### src/rtl/fpu_wb_buffer.sv
// fpu_wb_buffer: in-order FIFO between the FPU result handshake and FP register write-back, with sticky fflags.
// Optional FPU_WB_BYPASS_EN forwards an input beat straight to the outputs when the buffer is empty.
module fpu_wb_buffer #(
  parameter int WIDTH     = 64,
  parameter int TAG_WIDTH = 5,
  parameter int DEPTH     = 4
) (
  input  logic                       clk_i,
  input  logic                       rst_ni,
  input  logic                       flush_i,
  input  logic                       in_valid_i,
  output logic                       in_ready_o,
  input  logic [WIDTH-1:0]           result_i,
  input  logic [4:0]                 status_i,
  input  logic [TAG_WIDTH-1:0]       tag_i,
  output logic                       out_valid_o,
  input  logic                       out_ready_i,
  output logic [WIDTH-1:0]           result_o,
  output logic [4:0]                 status_o,
  output logic [TAG_WIDTH-1:0]       tag_o,
  output logic [4:0]                 fflags_o,
  input  logic                       fflags_clr_i,
  output logic [$clog2(DEPTH+1)-1:0] count_o,
  output logic                       busy_o
);
  localparam int AW = $clog2(DEPTH);
  localparam int CW = $clog2(DEPTH+1);
  logic [WIDTH-1:0]     mem_result [DEPTH];
  logic [4:0]           mem_status [DEPTH];
  logic [TAG_WIDTH-1:0] mem_tag    [DEPTH];
  logic [AW-1:0]        wr_ptr, rd_ptr;
  logic [CW-1:0]        count;
  logic [4:0]           fflags;
  logic                 empty, push, pop, retire;
  always_comb begin
    empty      = count == '0;
    in_ready_o = count < CW'(DEPTH);
`ifdef FPU_WB_BYPASS_EN
    out_valid_o = !empty || in_valid_i;
    result_o    = !empty ? mem_result[rd_ptr] : in_valid_i ? result_i : '0;
    status_o    = !empty ? mem_status[rd_ptr] : in_valid_i ? status_i : '0;
    tag_o       = !empty ? mem_tag[rd_ptr]    : in_valid_i ? tag_i    : '0;
`else
    out_valid_o = !empty;
    result_o    = empty ? '0 : mem_result[rd_ptr];
    status_o    = empty ? '0 : mem_status[rd_ptr];
    tag_o       = empty ? '0 : mem_tag[rd_ptr];
`endif
    retire = out_valid_o && out_ready_i && !flush_i;
    // a retire while empty is a bypassed beat: it never touches storage
    pop  = retire && !empty;
    push = in_valid_i && in_ready_o && !flush_i && !(retire && empty);
  end
  assign busy_o   = !empty;
  assign count_o  = count;
  assign fflags_o = fflags;
  always_ff @(posedge clk_i or negedge rst_ni) begin
    if (!rst_ni) begin
      wr_ptr <= '0;
      rd_ptr <= '0;
      count  <= '0;
      fflags <= '0;
    end else begin
      fflags <= (fflags_clr_i ? 5'b0 : fflags) | (retire ? status_o : 5'b0);
      if (flush_i) begin
        wr_ptr <= '0;
        rd_ptr <= '0;
        count  <= '0;
      end else begin
        wr_ptr <= wr_ptr + AW'(push);
        rd_ptr <= rd_ptr + AW'(pop);
        count  <= count + CW'(push) - CW'(pop);
      end
    end
  end
  always_ff @(posedge clk_i) begin
    if (push) begin
      mem_result[wr_ptr] <= result_i;
      mem_status[wr_ptr] <= status_i;
      mem_tag[wr_ptr]    <= tag_i;
    end
  end
endmodule

### config.mk
export PLATFORM = sky130hd
export DESIGN_NAME = fpu_wb_buffer
export DESIGN_NICKNAME = d
export VERILOG_FILES = /design/src/rtl/fpu_wb_buffer.sv
export SDC_FILE = /design/constraint.sdc
export NUM_CORES = 1
export LEC_CHECK = 0
export BUFFER_PORTS_ARGS = -buffer_cell sky130_fd_sc_hd__buf_4
export CAP_MARGIN = 15
export CORE_MARGIN = 3
export CORE_UTILIZATION = 51
export DETAILED_ROUTE_END_ITERATION = 10
export PLACE_DENSITY = 0.82
export SYNTH_ARGS = -nofsm -noshare
export SYNTH_HDL_FRONTEND = slang
export SYNTH_SLANG_ARGS = --single-unit
### constraint.sdc
create_clock -name clk_i -period 10.8 [get_ports clk_i]
set_input_delay 0.54 -clock clk_i [delete_from_list [all_inputs] [get_ports clk_i]]
set_output_delay 0.54 -clock clk_i [all_outputs]
set_load 0.02 [all_outputs]
# Yosys cells after proc, flatten, opt, wreduce, memory -nomap -nowiden
# Memory sizes are Yosys's and may differ from the RTL's.
# Index checks and enable logic that the tools add are counted.
[totals]
word_cells = 34
latchBits = 0
mem_bits_ro = 0
n_memories = 3
regBits = 12
in_bits = 80
mem_bits_rw = 296
[memory_table]
columns = ["name", "depth", "width", "rd", "rd_ports_with_merged_regs", "write_ports", "line_no", "text"]
rows = [
  ["mem_result", 4, 64, 1, 0, 1, "28", "logic [WIDTH-1:0] mem_result [DEPTH];"],
  ["mem_status", 4, 5, 1, 0, 1, "29", "logic [4:0] mem_status [DEPTH];"],
  ["mem_tag", 4, 5, 1, 0, 1, "30", "logic [TAG_WIDTH-1:0] mem_tag [DEPTH];"],
]
[classes]
addsub = 4
multipliers = 0
n_reduce_logical = 11
n_shift = 0
n_eq_ne = 0
n_bitwise = 1
div = 0
order_cmp = 1
n_mux = 10
[op_table]
columns = ["op", "count"]
rows = [
  ["2-to-1 mux 64 bit", 1],
  ["2-to-1 mux 5 bit", 4],
  ["logical AND 1 bit", 7],
  ["OR 5 bit", 1],
  ["adder 2 x 1 -> 2 bit", 2],
  ["2-to-1 mux 2 bit", 2],
  ["adder 3 x 1 -> 3 bit", 1],
  ["logical NOT 1 bit", 3],
  ["logical NOT 3 bit", 1],
  ["< comparator 3 bit, second input constant", 1],
  ["2-to-1 mux 3 bit", 1],
  ["subtractor 3 x 1 -> 3 bit", 1],
  ["2-to-1 mux 1 bit", 2],
]

# Depth between registers and ports, before layout
[logic_depth]
ltp_word = 10
depth_mapped = 10
depth_no_buf = 9

# Worst setup path before layout
# OpenSTA, ideal clock, no wires.
[synth_path]
path_kind = "in2reg"
from = "in flush_i"
to = "mem mem_result[0][0] (enable)"
n_path_buf = 1
path_slack_ns = 2.263
arrival_time_ns = 7.849
cell_stages = 2
path_cell_list = "clkbuf_1 > nor4_1"
[synth_via]
elab_chain_cells = 7
elab_cells_between_ends = 8
classes_between = "mux: 2; reduce/logical: 6"
[synth_rtl]
columns = ["item", "line_no", "text"]
rows = [
  ["start: declaration", "10", "input logic flush_i,"],
  ["logical NOT 1 bit *", "49, 52", ""],
  ["logical AND 1 bit", "49", "retire = out_valid_o && out_ready_i && !flush_i;"],
  ["logical AND 1 bit", "52", "push = in_valid_i && in_ready_o && !flush_i && !(retire && empty);"],
  ["logical NOT 1 bit", "52", ""],
  ["logical AND 1 bit *", "52", ""],
  ["2-to-1 mux 1 bit *", "77", "if (push) begin"],
  ["2-to-1 mux 1 bit (implied by the code) *", "78", "mem_result[wr_ptr] <= result_i;"],
  ["end: declaration", "28", ""],
]
# Mark *: on every way between the ends. The rest lies on a longest branch, timed or not.

# Worst setup path in the final report
[layout_path]
from = "reg rd_ptr[0]"
to = "out result_o[0]"
[layout_via]
elab_chain_cells = 2
[layout_rtl]
columns = ["item", "line_no", "text"]
rows = [
  ["start: declaration", "31", "logic [AW-1:0] wr_ptr, rd_ptr;"],
  ["start signal: assignment", "71", "rd_ptr <= rd_ptr + AW'(pop);"],
  ["memory read (4 x 64 bit)", "-", ""],
  ["2-to-1 mux 64 bit", "45", "result_o = empty ? '0 : mem_result[rd_ptr];"],
  ["end: declaration", "18", "output logic [WIDTH-1:0] result_o,"],
]
# Every way passes these cells.

==> qor_table.md <==
| Step | Metric | This run |
| --- | --- | --- |
| logic synthesis | Synth cell count leaders | sky130_fd_sc_hd__edfxtp_1, sky130_fd_sc_hd__and2_1, sky130_fd_sc_hd__mux4_1 |
| clock network | Total CTS buffers | 30 |
| setup path | WP data arrival | 3.18 ns |
| timing | Measured slew at the worst slew-check pin | 1.11 ns |
| timing | Fin Clk Skew | 0.0183 ns |
| logic synthesis | Area contributors post-synth | sky130_fd_sc_hd__edfxtp_1, sky130_fd_sc_hd__mux4_1, sky130_fd_sc_hd__and2_1, sky130_fd_sc_hd__dfrtp_1, sky130_fd_sc_hd__mux4_2 |
| global routing | Met3 capacity usage during global routing | 3.61% |
| floorplanning | Width of the die | 160 um |
| floorplanning | Total die area | 25500 um^2 |
| timing | Setup repair after global routing missed its margin | no |
| drt | Via Count | 5749 |
| logic synthesis | Primary FF master, synth | sky130_fd_sc_hd__edfxtp_1 |
| logic synthesis | Async S/R FF share, synth | 3.90% |
| finish | Cell area after layout | 14500 um^2 |
| global routing | Maximum number of pins on one net before global-route repair | 76 |
| logic synthesis | Sequential element share of the synthesized area | 76.3% |
| timing | Final count of pins violating max slew | 0 |
| min path | Classification of the worst-slack hold path | in -> reg |
| setup path | Destination of the worst register-to-register timing path | mem_result[1][23] |
| logic synthesis | Total nets after synthesis | 619 |
| drt | Post-route DRC | 0 |
| placement | Count of input and output buffers | 164 |
| timing | Final worst path period need | 3.72 ns |
| logic synthesis | Summed instance area of the synthesized netlist | 12000 um^2 |
| global routing | Gr ovfl total | 0 |
| setup path | Capturing element type of the critical path | output pin |
| setup path | Critical path class | reg -> out |
| clock network | Number of H-tree levels | 1 |
| global routing | Number of antenna violations at the first check in global routing | 1 |
| timing | Slew margin rel. | 25.9% |
| global routing | Global router's overall resource usage | 17.2% |
| timing | Final Setup Violations | 0 |
| timing | Final TNS setup | 0 ns |
| clock network | Setup fix buffers added after clock tree synthesis | 0 |
| global routing | Global routing's busiest layer | met2 |
| clock network | Clock tree buffer depth | 3 |
| floorplanning | Placement Rows | 55 |
| logic synthesis | Top cell type by total area after synthesis | sky130_fd_sc_hd__edfxtp_1 |
| clock network | Root buffer cell | sky130_fd_sc_hd__clkbuf_16 |
| floorplanning | Initial cell density of the core | 52.6% |
| clock network | Clock edge transition at the registers on the reported setup and hold paths | 0.06 ns |
| drt | Wire length reported by the detailed router | 22.2 mm |
| pwr | PD cells | 218 nW/um^2 |
| floorplanning | Core Footprint | 22900 um^2 |
| drt | Drt first pass iters | 4 |
| setup path | Startpoint of the lowest-slack register-to-register path | count_o[2] |
| pwr | Static leakage power | 5.08 nW |
| timing | Maximum operating frequency | 269 MHz |
| global routing | Global-route wire length before repair | 34.4 mm |
| placement | Routability congestion estimate from global placement | 0.716 |
| placement | HPWL after detailed placement | 12.7 mm |
| min path | Hold path startpoint | tag_i[2] |
| status | Run status | finished, final reports clean |
| drt | Number of nets still failing antenna checks after routing | 0 |
| timing | Portion of the clock cycle consumed by the worst path in the final layout | 34.4% |
| run | Number of violations of the max-capacitance limit | 0 |
| setup path | Timing endpoint of the critical path | result_o[0] |
| setup path | Required @ worst endpoint | 10.26 ns |
| drt | Vias per cell | 5.50 |
| logic synthesis | Most frequent cell after synthesis | sky130_fd_sc_hd__edfxtp_1 |
| setup path | Worst Path Max Fanout | 49 |
| global routing | Vias in the first global route | 6232 |
| logic synthesis | Mapped Cells | 536 |
| setup path | CP startpoint | rd_ptr[0] |
| global routing | GR met2 Demand/Resource | 29.9% |
| finish | Share of final-layout standard cells stronger than drive strength 1 | 31.7% |
| timing | Final Hold Vio Count | 0 |
| floorplanning | Io pins | 165 |
| global routing | GR Layer Usage met1 | 22.0% |
| pwr | Largest vdd supply drop | 170 uV |
| finish | Diodes inserted | 0 |
| clock network | Clock sink count | 308 |
| placement | Placed cell area | 13500 um^2 |
| logic synthesis | Synth top area share | 73.8% |
| drt | Post-DR wirelength/cell | 21.3 um |
| logic synthesis | YS warnings | 0 |
| floorplanning | Y dimension of the die | 160 um |
| clock network | Worst-skew pair later-pin latency | 0.54 ns |
| setup path | Startpoint Class | flip-flop |
| logic synthesis | Mean cell area of the mapped netlist | 22.5 um^2 |
| drt | Violation count after the first detailed-route iteration | 327 |
| finish | Number of nets at the end of the flow | 795 |
| finish | Filler Cell Count | 1518 |
| setup path | Depth of the worst register-to-register path | 4 |
| setup path | Setup slack of the worst register-to-register path | 8.13 ns |
| clock network | TritonCTS clock tree | yes |
| logic synthesis | Netlist cell types | 33 |
| finish | Area growth syn-to-layout | 20.5% |
| logic synthesis | Count of flip-flops with a built-in enable after synthesis | 296 |
| logic synthesis | Register bit total from synthesis | 308 |
-- state kept, by name (all words and copies together) (netlist names) --
register	cells
wr_ptr	2
fflags_o	5
rd_ptr	2
mem_tag	20
mem_status	20
mem_result	256
count_o	3
-- what timing repair did --
action                                  in CTS  in global routing
resized for setup                            0                  0
endpoints found under the setup margin       0                  0
hold buffers                                 1                  0
endpoints found under the hold margin       12                  0
-- final cells by class --
| class | instances | area [um^2] | area share [%] |
|---|---|---|---|
| Multi-Input combinational cell | 191 | 2650 | 18.2 |
| Sequential cell | 308 | 9200 | 63.3 |
| Clock buffer | 36 | 795 | 5.47 |
| Inverter | 10 | 37.5 | 0.258 |
| Timing Repair Buffer | 171 | 1320 | 9.08 |
| Tap cell | 313 | 392 | 2.70 |
| Clock inverter | 17 | 133 | 0.913 |
-- stage by stage --
step	total power [mW]	util, %	worst slack [ns]	instances	hold slack (ns)
after floorplan	1.91	-	2.26	536	0.244
after global placement	2.19	59.1	7.67	990	0.379
after detailed placement	2.21	59.1	7.62	990	0.386
after CTS	3.18	63.2	7.03	1044	0.174
after global routing	3.29	63.4	6.96	1046	0.179
final	3.16	63.4	7.08	1046	0.199
-- cells in the final DEF, fill, tap and decap left out, types with 2 or more instances in the layout --
master / instances
sky130_fd_sc_hd__clkbuf_16: 31
sky130_fd_sc_hd__o22ai_1: 5
sky130_fd_sc_hd__clkbuf_1: 5
sky130_fd_sc_hd__edfxtp_1: 296
sky130_fd_sc_hd__inv_1: 9
sky130_fd_sc_hd__mux2i_1: 10
sky130_fd_sc_hd__dfrtp_1: 10
sky130_fd_sc_hd__ha_1: 2
sky130_fd_sc_hd__clkinv_2: 6
sky130_fd_sc_hd__nor2b_1: 2
sky130_fd_sc_hd__mux4_1: 61
sky130_fd_sc_hd__xnor2_1: 3
sky130_fd_sc_hd__bufinv_16: 2
sky130_fd_sc_hd__mux4_2: 8
sky130_fd_sc_hd__buf_4: 168
sky130_fd_sc_hd__nor2_1: 11
sky130_fd_sc_hd__clkinv_1: 7
sky130_fd_sc_hd__and2_1: 69
sky130_fd_sc_hd__xor2_1: 2
sky130_fd_sc_hd__dfrtp_4: 2
sky130_fd_sc_hd__mux2_2: 5
-- worst min path at each step --
| stage | cells after the start | end | slack (ns) |
|---|---|---|---|
| after detailed placement | 1 | count_o[0] | 0.39 |
| final | 1 | mem_tag[0][2] | 0.20 |
| after CTS | 1 | mem_result[3][57] | 0.17 |
| after floorplan | 0 | count_o[0] | 0.24 |
| after global routing | 1 | mem_result[1][57] | 0.18 |
| after global placement | 1 | count_o[0] | 0.38 |
-- logic make-up after synthesis --
| logic type | Yosys count | synth area share [%] |
|---|---|---|
| AOI/OAI and AO/OA | 7 | 0.343 |
| xor gates and xnor gates | 5 | 0.364 |
| adders and majority gates | 3 | 0.374 |
| buffers and inverters | 37 | 1.92 |
| DFF | 308 | 76.3 |
| muxes | 84 | 16.1 |
| and+or+nand+nor | 92 | 4.63 |
-- where the power goes --
| group | total, mW | leakage [nW] | switching (mW) | internal [mW] |
|---|---|---|---|---|
| Sequential | 1.42 | 2.84 | 0.0388 | 1.38 |
| Clock | 0.972 | 0.455 | 0.405 | 0.567 |
| Combinational | 0.767 | 1.78 | 0.424 | 0.343 |
| Total | 3.16 | 5.08 | 0.868 | 2.29 |
-- critical path, stage by stage (launching register included) --
cell                      delay, ns
sky130_fd_sc_hd__dfrtp_4       0.77
sky130_fd_sc_hd__buf_4         0.78
sky130_fd_sc_hd__mux4_1        0.68
sky130_fd_sc_hd__and2_1        0.20
sky130_fd_sc_hd__buf_4         0.16
-- metal layers --
metal	vias up	wire length, um
met2	186	11400
met5	-	17
met1	2944	8880
li1	2567	-
met4	2	622
met3	50	1310
Power figures use the tool's default switching activity.
